==> config.mk <==
export PLATFORM = sky130hd
export DESIGN_NAME = rcs_pipe_sub
export DESIGN_NICKNAME = d
export VERILOG_FILES = /design/src/rtl/rcs_pipe_sub.sv
export SDC_FILE = /design/constraint.sdc
export NUM_CORES = 1
export LEC_CHECK = 0
export BUFFER_PORTS_ARGS = -buffer_cell sky130_fd_sc_hd__buf_2
export CAP_MARGIN = 5
export CORE_ASPECT_RATIO = 0.7
export CORE_MARGIN = 5
export CORE_UTILIZATION = 30
export DETAILED_ROUTE_END_ITERATION = 16
export GPL_ROUTABILITY_DRIVEN = 0
export PLACE_DENSITY = 0.55
export SLEW_MARGIN = 20
export SYNTH_ARGS = -nofsm -noshare
export SYNTH_HDL_FRONTEND = slang
export SYNTH_SLANG_ARGS = --single-unit
==> constraint.sdc <==
create_clock -name clk -period 4.4 [get_ports clk]
set_clock_uncertainty 0.2 [all_clocks]
set_input_delay 0.44 -clock clk [delete_from_list [all_inputs] [get_ports clk]]
set_output_delay 0.44 -clock clk [all_outputs]
set_load 0.01 [all_outputs]
==> src/rtl/rcs_pipe_sub.sv <==
// rcs_pipe_sub: pipelined unsigned subtractor (A - B = A + ~B + 1).
// The borrow chain is cut into STAGES slices, one slice resolved per
// register stage, with a collapsing valid/ready chain for backpressure.
//
// Handshake: a transfer happens on a rising edge where valid & ready are
// both high; the producer holds its payload stable until that edge, and
// the payload is ignored whenever valid is low.
module rcs_pipe_sub #(
    parameter int WIDTH  = 32,
    parameter int STAGES = 4
) (
    input  logic             clk,
    input  logic             rst_n,
    input  logic             in_valid,
    output logic             in_ready,
    input  logic [WIDTH-1:0] A_32,
    input  logic [WIDTH-1:0] B_32,
    output logic             out_valid,
    input  logic             out_ready,
    output logic [WIDTH-1:0] Diff32,
    output logic             Borrow,
    output logic             Zero
);

    localparam int SW = WIDTH / STAGES;

    // Per-stage state
    logic [STAGES-1:0] r_valid;
    logic [WIDTH-1:0]  r_diff   [STAGES];
    logic [WIDTH-1:0]  r_a      [STAGES];
    logic [WIDTH-1:0]  r_nb     [STAGES];
    logic              r_borrow [STAGES];
    logic              r_zero   [STAGES];

    // What each stage would load this cycle
    logic [STAGES:0]   w_ready;
    logic              w_src_valid [STAGES];
    logic [WIDTH-1:0]  w_src_a     [STAGES];
    logic [WIDTH-1:0]  w_src_nb    [STAGES];
    logic [WIDTH-1:0]  w_src_diff  [STAGES];
    logic              w_src_zero  [STAGES];
    logic              w_cin       [STAGES];
    logic [SW:0]       w_sum       [STAGES];
    logic [WIDTH-1:0]  w_diff_next [STAGES];

    assign w_ready[STAGES] = out_ready;

    for (genvar k = 0; k < STAGES; k++) begin : g_stage
        if (k == 0) begin : g_first
            // Stage 0 takes operands straight from the input port; the +1 of
            // the two's complement enters as the initial carry.
            assign w_src_valid[k] = in_valid;
            assign w_src_a[k]     = A_32;
            assign w_src_nb[k]    = ~B_32;
            assign w_src_diff[k]  = '0;
            assign w_src_zero[k]  = 1'b1;
            assign w_cin[k]       = 1'b1;
        end else begin : g_rest
            // Later stages continue from the predecessor; carry = ~borrow.
            assign w_src_valid[k] = r_valid[k-1];
            assign w_src_a[k]     = r_a[k-1];
            assign w_src_nb[k]    = r_nb[k-1];
            assign w_src_diff[k]  = r_diff[k-1];
            assign w_src_zero[k]  = r_zero[k-1];
            assign w_cin[k]       = ~r_borrow[k-1];
        end

        // A stage can take new data if it is empty or everything after it
        // can move; written as a flat reduction so the chain has no loop.
        assign w_ready[k] = out_ready | ~(&r_valid[STAGES-1:k]);

        // Slice k of A + ~B + carry-in, with carry-out in the top bit
        assign w_sum[k] = {1'b0, w_src_a[k][k*SW +: SW]}
                        + {1'b0, w_src_nb[k][k*SW +: SW]}
                        + {{SW{1'b0}}, w_cin[k]};

        // Slices k and above of the incoming partial result are still zero,
        // so OR-ing the new slice into place is enough.
        assign w_diff_next[k] = w_src_diff[k] | (WIDTH'(w_sum[k][SW-1:0]) << (k*SW));
    end

    assign in_ready  = w_ready[0] & rst_n;
    assign out_valid = r_valid[STAGES-1];
    assign Diff32    = r_diff[STAGES-1];
    assign Borrow    = r_borrow[STAGES-1];
    assign Zero      = r_zero[STAGES-1];

    // Stage registers: advance when ready, load payload only with a valid op
    always_ff @(posedge clk) begin
        if (!rst_n) begin
            for (int k = 0; k < STAGES; k++) begin
                r_valid[k]  <= 1'b0;
                r_diff[k]   <= '0;
                r_a[k]      <= '0;
                r_nb[k]     <= '0;
                r_borrow[k] <= 1'b0;
                r_zero[k]   <= 1'b0;
            end
        end else begin
            for (int k = 0; k < STAGES; k++) begin
                if (w_ready[k]) begin
                    r_valid[k] <= w_src_valid[k];
                    if (w_src_valid[k]) begin
                        r_diff[k]   <= w_diff_next[k];
                        r_a[k]      <= w_src_a[k];
                        r_nb[k]     <= w_src_nb[k];
                        r_borrow[k] <= ~w_sum[k][SW];
                        r_zero[k]   <= w_src_zero[k] & (w_sum[k][SW-1:0] == '0);
                    end
                end
            end
        end
    end

endmodule

==> metrics <==
first-pass GRT wire length 25.1 mm; GR peak layer met1; CTS buffer count 17; GRT Resource Usage Total 10.3%; Iteration-0 DRC Markers 296; count of final hold-check violations 0; vias in the first global route 4553; final setup vio count 0; Synth cell types 44; Hold Buf Count CTS 0; Reg2Reg Launch Point r_nb[0][88]; Placement Rows 50; vias per cell 4.10; Pre-Repair DR Iteration Count 4; # clock sinks 188; GRT overflow 0; syn_nets 709; Critical Path RT 4450 ps; critical path arrival 3040 ps; commonest non-fill, non-tap cells in the layout edfxtp_1 (178), and2_1 (131), buf_2 (103); Warnings, synthesis 0; Crit Path Category flop to flop; Antenna diodes 0; critical path fanouts, max 2; Ports 104; Gate Count Post-Synth 605; Leak 3.95 nW; Hold Crit Class input pin to flop; Die W 208 um; Mapped Avg Cell Area 13.6 sq um; Critical Path Start Type flop; pins over their slew limit 0; Max Freq 335 MHz; nets 816; post_cts resized 0; GRT met3 Usage 3.01%; Overall Power 3.80 mW; commonest non-fill, non-tap cell in the layout edfxtp_1; Final WS setup 1420 ps; CTS Root Cell clkbuf_16; TNS Setup 0 ps; DR WL/cell 14.3 um; Worst R2R End r_zero[3]; Tmin final 2980 ps; PD cells 392 nW/um^2; DRC Markers 0; die height 148 um; asr flop ratio synth 0%; pre-CTS setup slack 1480 ps; Placed Cells 1057; clk_lat worst skew 430 ps; WHS Endpoint r_nb[0][27]; fin util 36.1%; register-to-register setup slack 1420 ps; Worst setup startpoint r_nb[0][88]; number of synthesized flops with an enable pin 178; worst-margin pin slew 887 ps; Setup Fix Bufs, Post-CTS 0; placed cell areas 9150 sq um; unrepaired setup endpoints after global routing false; r2r worst-path depth 9; final instance area 9680 sq um; Fillers 2626; CTS tree built; CTS max path bufs 2; via count 4458; hpwl dp 11.5 mm; Core ar. 26800 sq um; Fin Hold WS 77.2 ps; die area 30800 sq um; outcome finished, final reports clean; non-filler instance count after layout 1088; largest net degree at the start of global routing 57; Initial Util 30.6%; H-tree levels 4; Synth Flop Type edfxtp_1; kind of capture point of the worst setup path flop; clock-pin transition on the worst setup and hold timing paths 70 ps; I/O Buffers 103; sequential area share after synthesis 67.5%; max_slew headroom 40.8%; Mapped Area 8210 sq um; hold depth 2; register bit total from synthesis 188; layout cells sized above 1 19.9%; HP Start B_32[27]; remaining antenna violation count 0; Max-Cap Viols 0; initial antenna violation count 0; maximum vdd drop 0.000270 V; met1 usage 16.9%; period utilization 67.8%; Area Overhead vs Synth 17.8%; WL final 15.5 mm; GRT met2 Usage 12.7%
[logic make-up (layout without fill, tap and decap cells)]
kind of cell | Yosys count | count (layout) | share of synthesized area (%)
and+or+nand+nor | 259 | 259 | 17.7
DFF | 188 | 188 | 67.5
AOI/OAI and AO/OA | 60 | 60 | 4.75
buffers and inverters | 45 | 164 | 2.09
adders and majority gates | 36 | 36 | 6.12
xor gates and xnor gates | 17 | 17 | 1.81
[cell usage after synthesis, drive strengths merged, types with 9 or more instances]
| cell type | number | area share (%) |
|---|---|---|
| edfxtp | 178 | 65 |
| and2 | 131 | 10 |
| nor2 | 58 | 2.7 |
| ha | 29 | 4.4 |
| inv | 26 | 1.2 |
| o21ai | 21 | 1.3 |
| clkbuf | 16 | 0.73 |
| a21oi | 12 | 0.73 |
| nand2 | 12 | 0.55 |
| nor2b | 11 | 0.93 |
| dfxtp | 10 | 2.4 |
| xor2 | 10 | 1.1 |
| and3 | 9 | 0.69 |
| nand2b | 9 | 0.69 |
[sequential cells by signal (all words and copies together) (netlist names)]
signal	count
r_nb	48
r_a	48
r_zero	4
r_valid	4
r_borrow	4
r_diff	80
[power by group]
part	switching, mW	internal [mW]
sequential	0.0292	2.06
clock	0.657	0.724
combinational	0.192	0.129
total	0.879	2.92
[per-layer routing]
layer	wire [um]	share of wire, %
met4	144	0.93
met3	667	4.3
met1	9090	59
met5	0	0
met2	5630	36
[cell type report]
cell class | count | area [sq um] | area share, %
sequential | 188 | 5550 | 57.3
multi-input combinational | 372 | 2500 | 25.9
timing repair buffer | 107 | 546 | 5.64
tap | 364 | 455 | 4.71
clock buffer | 18 | 429 | 4.43
inverter | 26 | 100 | 1.03
clock inverter | 13 | 96.3 | 0.996
[critical path, cell delays in order, from the launching register on]
cell	delay (ps)
edfxtp_1	320
inv_1	50
fa_1	440
fa_1	430
nand2b_1	160
a21boi_0	230
nor2_1	80
xnor2_1	150
or4_1	540
nor4b_2	210
[worst max path at each step]
stage                      endpoint  slack (ps)  cells past startpoint
final                     r_zero[3]        1420                      9
after global routing      r_zero[3]        1240                      9
after CTS                 r_zero[3]        1410                      9
after detailed placement  r_zero[3]        1480                      9
after global placement    r_zero[3]        1540                      9
after floorplan           r_zero[3]        1630                      9
Note: power is estimated with default switching activity, not from simulation.
